**config.mk**
```make
export PLATFORM = sky130hd
export DESIGN_NAME = key192_exp
export DESIGN_NICKNAME = d
export VERILOG_FILES = /design/src/rtl/key192_exp_pkg.sv /design/src/rtl/aes_sbox.sv /design/src/rtl/key192_exp.sv
export SDC_FILE = /design/constraint.sdc
export NUM_CORES = 2
export LEC_CHECK = 0
export CAP_MARGIN = 20
export CORE_MARGIN = 1.5
export CORE_UTILIZATION = 30
export DETAILED_ROUTE_END_ITERATION = 10
export GPL_ROUTABILITY_DRIVEN = 0
export SETUP_SLACK_MARGIN = 0.05
export SYNTH_ARGS = -nofsm -noshare
export SYNTH_HDL_FRONTEND = slang
export SYNTH_SLANG_ARGS = --single-unit
```
**constraint.sdc**
```tcl
create_clock -name mclk -period 15.4 [get_ports mclk]
set_input_delay 3.08 -clock mclk [delete_from_list [all_inputs] [get_ports mclk]]
set_output_delay 3.08 -clock mclk [all_outputs]
set_load 0.05 [all_outputs]
```
**src/rtl/key192_exp_pkg.sv**
```systemverilog
`default_nettype none
`timescale 1ns/1ps
// +----------------------------------------------------------------------------+
// | Module      : key192_exp_pkg                                               |
// | Description : Shared AES definitions: word type, key-expansion FSM state   |
// |               encoding, AES S-box table and round-constant table. Reused   |
// |               by the key-expansion and round blocks.                       |
// | Ports       : none (package)                                               |
// | Revision    : 1.0  initial release                                         |
// +----------------------------------------------------------------------------+
package key192_exp_pkg;

   typedef logic [31:0] word_t;

   // Key-expansion controller states
   typedef enum logic [0:0] {
      ST_IDLE = 1'b0,
      ST_RUN  = 1'b1
   } kx_state_t;

   // AES-192 produces words w0..w51; the last computed word index
   localparam logic [5:0] C_LAST_WORD = 6'd51;
   localparam int         C_NK        = 6;

   // Round constants Rcon(1)..Rcon(8), MSB byte only
   localparam logic [7:0] C_RCON [0:7] = '{
      8'h01, 8'h02, 8'h04, 8'h08, 8'h10, 8'h20, 8'h40, 8'h80
   };

   // FIPS-197 forward S-box
   localparam logic [7:0] C_SBOX [0:255] = '{
      8'h63, 8'h7c, 8'h77, 8'h7b, 8'hf2, 8'h6b, 8'h6f, 8'hc5, 8'h30, 8'h01, 8'h67, 8'h2b, 8'hfe, 8'hd7, 8'hab, 8'h76,
      8'hca, 8'h82, 8'hc9, 8'h7d, 8'hfa, 8'h59, 8'h47, 8'hf0, 8'had, 8'hd4, 8'ha2, 8'haf, 8'h9c, 8'ha4, 8'h72, 8'hc0,
      8'hb7, 8'hfd, 8'h93, 8'h26, 8'h36, 8'h3f, 8'hf7, 8'hcc, 8'h34, 8'ha5, 8'he5, 8'hf1, 8'h71, 8'hd8, 8'h31, 8'h15,
      8'h04, 8'hc7, 8'h23, 8'hc3, 8'h18, 8'h96, 8'h05, 8'h9a, 8'h07, 8'h12, 8'h80, 8'he2, 8'heb, 8'h27, 8'hb2, 8'h75,
      8'h09, 8'h83, 8'h2c, 8'h1a, 8'h1b, 8'h6e, 8'h5a, 8'ha0, 8'h52, 8'h3b, 8'hd6, 8'hb3, 8'h29, 8'he3, 8'h2f, 8'h84,
      8'h53, 8'hd1, 8'h00, 8'hed, 8'h20, 8'hfc, 8'hb1, 8'h5b, 8'h6a, 8'hcb, 8'hbe, 8'h39, 8'h4a, 8'h4c, 8'h58, 8'hcf,
      8'hd0, 8'hef, 8'haa, 8'hfb, 8'h43, 8'h4d, 8'h33, 8'h85, 8'h45, 8'hf9, 8'h02, 8'h7f, 8'h50, 8'h3c, 8'h9f, 8'ha8,
      8'h51, 8'ha3, 8'h40, 8'h8f, 8'h92, 8'h9d, 8'h38, 8'hf5, 8'hbc, 8'hb6, 8'hda, 8'h21, 8'h10, 8'hff, 8'hf3, 8'hd2,
      8'hcd, 8'h0c, 8'h13, 8'hec, 8'h5f, 8'h97, 8'h44, 8'h17, 8'hc4, 8'ha7, 8'h7e, 8'h3d, 8'h64, 8'h5d, 8'h19, 8'h73,
      8'h60, 8'h81, 8'h4f, 8'hdc, 8'h22, 8'h2a, 8'h90, 8'h88, 8'h46, 8'hee, 8'hb8, 8'h14, 8'hde, 8'h5e, 8'h0b, 8'hdb,
      8'he0, 8'h32, 8'h3a, 8'h0a, 8'h49, 8'h06, 8'h24, 8'h5c, 8'hc2, 8'hd3, 8'hac, 8'h62, 8'h91, 8'h95, 8'he4, 8'h79,
      8'he7, 8'hc8, 8'h37, 8'h6d, 8'h8d, 8'hd5, 8'h4e, 8'ha9, 8'h6c, 8'h56, 8'hf4, 8'hea, 8'h65, 8'h7a, 8'hae, 8'h08,
      8'hba, 8'h78, 8'h25, 8'h2e, 8'h1c, 8'ha6, 8'hb4, 8'hc6, 8'he8, 8'hdd, 8'h74, 8'h1f, 8'h4b, 8'hbd, 8'h8b, 8'h8a,
      8'h70, 8'h3e, 8'hb5, 8'h66, 8'h48, 8'h03, 8'hf6, 8'h0e, 8'h61, 8'h35, 8'h57, 8'hb9, 8'h86, 8'hc1, 8'h1d, 8'h9e,
      8'he1, 8'hf8, 8'h98, 8'h11, 8'h69, 8'hd9, 8'h8e, 8'h94, 8'h9b, 8'h1e, 8'h87, 8'he9, 8'hce, 8'h55, 8'h28, 8'hdf,
      8'h8c, 8'ha1, 8'h89, 8'h0d, 8'hbf, 8'he6, 8'h42, 8'h68, 8'h41, 8'h99, 8'h2d, 8'h0f, 8'hb0, 8'h54, 8'hbb, 8'h16
   };

   function automatic logic [7:0] sbox_lookup(input logic [7:0] b);
      return C_SBOX[b];
   endfunction

endpackage : key192_exp_pkg
`default_nettype wire

```
**src/rtl/aes_sbox.sv**
```systemverilog
`default_nettype none
`timescale 1ns/1ps
// +----------------------------------------------------------------------------+
// | Module      : aes_sbox                                                     |
// | Description : Purely combinational AES forward S-box, one byte.            |
// | Ports       : i_data [7:0]  input byte                                     |
// |               o_data [7:0]  substituted byte                               |
// | Revision    : 1.0  initial release                                         |
// +----------------------------------------------------------------------------+
module aes_sbox
   import key192_exp_pkg::*;
(
   input  logic [7:0] i_data,
   output logic [7:0] o_data
);

   always_comb begin
      o_data = sbox_lookup(i_data);
   end

endmodule : aes_sbox
`default_nettype wire

```
**src/rtl/key192_exp.sv**
```systemverilog
`default_nettype none
`timescale 1ns/1ps
// +----------------------------------------------------------------------------+
// | Module      : key192_exp                                                   |
// | Description : AES-192 key expansion, one 32-bit word per clock. Emits the  |
// |               13 round keys rk0..rk12 as strobed 128-bit outputs.          |
// | Ports       : mclk          clock, rising edge                             |
// |               arst_n        asynchronous reset, active HIGH                |
// |               ck192_master  [0:191] cipher key (sampled on accepted start) |
// |               start         single-cycle expansion request                 |
// |               rk192         [0:127] current round key (registered)         |
// |               rk192_count   [3:0] round-key index 0..12 (registered)       |
// |               rk192_le      one-cycle strobe, rk192/rk192_count are new    |
// |               busy          expansion in progress                          |
// | Revision    : 1.0  initial release                                         |
// +----------------------------------------------------------------------------+
module key192_exp
   import key192_exp_pkg::*;
(
   input  logic         mclk,
   input  logic         arst_n,
   input  logic [0:191] ck192_master,
   input  logic         start,
   output logic [0:127] rk192,
   output logic [3:0]   rk192_count,
   output logic         rk192_le,
   output logic         busy
);

   kx_state_t   r_state;
   kx_state_t   w_state_nxt;

   // Sliding window: r_win[0] = w(i-6) ... r_win[5] = w(i-1)
   word_t       r_win [0:5];
   logic [5:0]  r_i;      // index of the word computed on the next step
   logic [2:0]  r_ph;     // i mod 6, kept as a counter to avoid a divider
   logic [2:0]  r_rc;     // Rcon table index, i/6 - 1 when r_ph == 0

   logic [0:127] r_rk;
   logic [3:0]   r_cnt;
   logic         r_le;

   logic        w_accept;
   logic        w_step;
   logic        w_last;
   logic        w_emit;
   word_t       w_rot;
   word_t       w_sub;
   word_t       w_temp;
   word_t       w_new;

   // ---------------------------------------------------------------- FSM
   always_ff @(posedge mclk or posedge arst_n) begin
      if (arst_n) begin
         r_state <= ST_IDLE;
      end else begin
         r_state <= w_state_nxt;
      end
   end

   always_comb begin
      w_state_nxt = r_state;
      case (r_state)
         ST_IDLE: if (start)  w_state_nxt = ST_RUN;
         ST_RUN:  if (w_last) w_state_nxt = ST_IDLE;
         default:             w_state_nxt = ST_IDLE;
      endcase
   end

   always_comb begin
      w_accept = (r_state == ST_IDLE) && start;
      w_step   = (r_state == ST_RUN);
      w_last   = w_step && (r_i == C_LAST_WORD);
   end

   assign busy = (r_state == ST_RUN);

   // ---------------------------------------------------------- datapath
   assign w_rot = {r_win[5][23:0], r_win[5][31:24]};

   for (genvar b = 0; b < 4; b++) begin : g_sbox
      aes_sbox u_sbox (
         .i_data (w_rot[8*b +: 8]),
         .o_data (w_sub[8*b +: 8])
      );
   end

   always_comb begin
      if (r_ph == 3'd0) begin
         w_temp = w_sub ^ {C_RCON[r_rc], 24'h000000};
      end else begin
         w_temp = r_win[5];
      end
      w_new  = r_win[0] ^ w_temp;
      // A round key completes whenever the new word index is 3 mod 4
      w_emit = w_step && (r_i[1:0] == 2'b11);
   end

   always_ff @(posedge mclk or posedge arst_n) begin
      if (arst_n) begin
         for (int j = 0; j < C_NK; j++) begin
            r_win[j] <= '0;
         end
         r_i  <= '0;
         r_ph <= '0;
         r_rc <= '0;
      end else if (w_accept) begin
         for (int j = 0; j < C_NK; j++) begin
            r_win[j] <= ck192_master[32*j +: 32];
         end
         r_i  <= 6'd6;
         r_ph <= 3'd0;
         r_rc <= 3'd0;
      end else if (w_step) begin
         for (int j = 0; j < C_NK - 1; j++) begin
            r_win[j] <= r_win[j+1];
         end
         r_win[5] <= w_new;
         r_i      <= r_i + 6'd1;
         if (r_ph == 3'd5) begin
            r_ph <= 3'd0;
         end else begin
            r_ph <= r_ph + 3'd1;
         end
         if (r_ph == 3'd0) begin
            r_rc <= r_rc + 3'd1;
         end
      end
   end

   // ------------------------------------------------------------ outputs
   always_ff @(posedge mclk or posedge arst_n) begin
      if (arst_n) begin
         r_rk  <= '0;
         r_cnt <= '0;
         r_le  <= 1'b0;
      end else begin
         r_le <= 1'b0;
         if (w_accept) begin
            r_rk  <= ck192_master[0:127];
            r_cnt <= 4'd0;
            r_le  <= 1'b1;
         end else if (w_emit) begin
            // i = 4k+3, so k = i >> 2
            r_rk  <= {r_win[3], r_win[4], r_win[5], w_new};
            r_cnt <= r_i[5:2];
            r_le  <= 1'b1;
         end
      end
   end

   assign rk192       = r_rk;
   assign rk192_count = r_cnt;
   assign rk192_le    = r_le;

endmodule : key192_exp
`default_nettype wire

```
==> results.tsv <==
stage	metric	value	unit
run_status	outcome	finished clean	
die	Die X	313	um
drt	antenna viol nets, final	0	
critical_path	crit path capture type	asynchronous set/reset pin	
die	Starting Density	0.303	
die	Std-Cell Core Area	95300	um2
placement	IO buf count	328	
drt	DR vias/cell	6.12	
logic_synthesis	Synth Area in Simple Gates	0.199	
logic_synthesis	Synth async-reset ratio	1.00	
global_route	GRT Resource Usage Total	0.236	
layout	fin cells	4956	
cts	Post-CTS Resized	0	
die	DIE HEIGHT	313	um
cts	clock buffer count from CTS	38	
critical_path	Critical Path Start	arst_n	
layout	fill cell count	9918	
hold_path	Worst Hold Class	reg2reg	
logic_synthesis	main combinational cell family by area after synthesis	compound AO/OA/AOI/OAI gates	
drt	Pre-antenna DRT Iters	8	
logic_synthesis	Yosys cell types	89	
logic_synthesis	Synth Flop Type	dfrtp_1	
cts	root buf cell	clkbuf_16	
global_route	M3 GR Usage	0.0603	
global_route	global-route wire length before repair	181000	um
die	die area	98300	um2
logic_synthesis	Post-synth EDFFs	0	
timing	final worst slack	9.37	ns
logic_synthesis	Seq/Total Area, Yosys	0.292	
layout	layout cells sized above 1	0.0816	
global_route	GRT met2 Usage	0.354	
layout	Layout Nets	3920	
logic_synthesis	post-synthesis adder-cell area fraction	0.0290	
placement	hpwl dp	82700	um
logic_synthesis	Mapped Area	28900	um2
timing	Max Clk Rate	0.166	GHz
timing	Worst Skew	0.0312	ns
critical_path	reg2reg start	r_win[16]	
drt	DRT iter0 DRCs	5515	
cts	CTS tree	done	
cts	CTS Hold Bufs	0	
timing	Worst-Margin Slew	1.18	ns
cts	H-tree levels	2	
placement	Placed Cells	4882	
timing	RSZ-0062 raised after global routing	no	
cts	CTS Buffer Depth	3	
logic_synthesis	syn nets	3891	
cts	total clock sinks	338	
drt	vias	30300	
logic_synthesis	Cells after Synth	3629	
global_route	number of global-route vias before repair	27900	
die	I/O Pins	329	
drt	final wirelength	121000	um
global_route	initial antenna violation count	9	
cts	Worst-path clk slew	0.06	ns
critical_path	Arr. time, crit path	6.51	ns
layout	Final Util	0.356	
logic_synthesis	XOR/XNOR Fraction of Synth Area	0.0139	
cts	post-CTS setup buffer count	0	
logic_synthesis	mean post-synth cell area	7.97	um2
timing	count of final setup violators	0	
logic_synthesis	mux contribution to synthesized area	0.143	
logic_synthesis	Synth Warn #	0	
timing	max_slew headroom	0.193	
timing	Hold Fails Final Rpt	0	
cts	clk_lat worst skew	0.57	ns
global_route	largest net degree at the start of global routing	194	
critical_path	startpoint type of the worst setup path	primary input	
critical_path	crit-path max FO	99	
timing	Min Clock Period, post-route	6.03	ns
timing	period utilization	0.391	
global_route	gr busiest metal	met2	
drt	Wirelength per Cell	24.4	um
logic_synthesis	Seq cells post-synth	338	
job	max-cap viol count	0	
critical_path	WP data required	15.88	ns
global_route	met1 global-route usage	0.328	
global_route	grt total ovfl	0	
timing	Slew Limit Fails	0	
die	number of core rows	113	
critical_path	worst setup path category	in2async	
drt	DRC viols	0	
timing	Sum Neg Setup Slack	0	ns
hold_path	Worst Hold Launch	r_win[123]	
placement	pre-CTS setup slack	8.50	ns
layout	Syn-to-layout area delta	17.2	%
logic_synthesis	Synth Area in Compound Gates	0.256	
worst paths after layout:
kind | slack (ns) | cells after the start | to
worst min register to register | 0.48 | 2 | r_win[155]
worst min-delay path | 0.48 | 2 | r_win[155]
worst max register to register | 10.30 | 12 | r_win[27]
max in group mclk | 9.38 | 9 | rk192[127]
worst max-delay path | 9.37 | 5 | r_win[3]
min in group asynchronous | 3.01 | 2 | rk192[9]
synthesized netlist by cell type, drive strengths merged, types with 12 or more instances:
| cell | count | area share |
|---|---|---|
| a211oi | 60 | 0.016 |
| a21o | 18 | 0.0047 |
| a21oi | 209 | 0.036 |
| a221o | 12 | 0.0042 |
| a221oi | 15 | 0.0045 |
| a22oi | 12 | 0.0031 |
| a311o | 13 | 0.0045 |
| a311oi | 33 | 0.010 |
| a31oi | 139 | 0.030 |
| and2 | 30 | 0.0065 |
| buf | 154 | 0.029 |
| clkbuf | 239 | 0.031 |
| dfrtp | 338 | 0.29 |
| ha | 67 | 0.029 |
| inv | 45 | 0.0058 |
| mux2 | 15 | 0.0058 |
| mux2i | 190 | 0.066 |
| mux4 | 92 | 0.072 |
| nand2 | 570 | 0.074 |
| nand2b | 85 | 0.018 |
| nand3 | 56 | 0.0097 |
| nor2 | 291 | 0.038 |
| nor2b | 71 | 0.016 |
| nor3 | 84 | 0.015 |
| o211ai | 34 | 0.0088 |
| o21a | 12 | 0.0031 |
| o21ai | 376 | 0.065 |
| o221ai | 23 | 0.0070 |
| o22ai | 34 | 0.0074 |
| o311ai | 36 | 0.011 |
| o31ai | 33 | 0.0087 |
| o32ai | 14 | 0.0042 |
| or2 | 24 | 0.0052 |
| or3 | 13 | 0.0028 |
| xnor2 | 28 | 0.0087 |
| xor2 | 17 | 0.0051 |
critical path, stage by stage:
cell and delay, ns:
clkdlybuf4s50_1 0.51, inv_8 0.48, buf_4 0.78, buf_4 0.80, buf_4 0.76
kinds of logic (layout without fill, tap and decap cells):
group                      Yosys count  count (layout)
other                                0               3
AOI/OAI and AO/OA                 1161            1161
and+or+nand+nor                   1277            1277
adders and majority gates           67              67
DFF                                338             338
xor gates and xnor gates            45              45
muxes                              297             297
buffers and inverters              444             503
flip-flops by register name (all words and copies together), names as in the netlist:
name         count
busy             1
r_win          192
rk192_le         1
rk192_count      4
r_rc             3
r_ph             3
r_i              6
rk192          128
cell type report:
class                      count  area (um2)  share of cell area
multi-input combinational   2847       18600               0.548
clock inverter                17         194             0.00572
sequential                   338        8490               0.250
timing repair buffer         382        3730               0.110
inverter                      51         199             0.00587
antenna                        3        7.51            0.000221
clock buffer                  53        1130              0.0333
tap                         1265        1580              0.0467
stage by stage:
| step | cell area (um2) | hold slack (ns) |
|---|---|---|
| after floorplan | 28900 | 0.449 |
| after global placement | 32500 | 0.455 |
| after detailed placement | 32600 | 0.467 |
| after CTS | 33900 | 0.484 |
| after global routing | 33900 | 0.507 |
| final | 33900 | 0.484 |
layout by cell type, fill, tap and decap left out, types with 67 or more instances in the layout:
cell type	instances
o21ai_0	336
nand2b_1	84
nand2_1	568
nor3_1	82
mux4_2	92
nor2b_1	68
nor2_1	285
dfrtp_1	325
a21oi_1	209
mux2i_1	190
ha_1	67
clkdlybuf4s50_1	327
a31oi_1	139
metal layers:
layer  vias up  wire length [um]  share of wire
met1     14400             49200           0.41
met2      2198             51900           0.43
met4         4              5100          0.042
li1      13300                 -              -
met3       419             14700           0.12
met5         -                24        0.00020
Power is not shown: default switching activity piles up to over one toggle a cycle in this logic, so the estimate is an artifact.
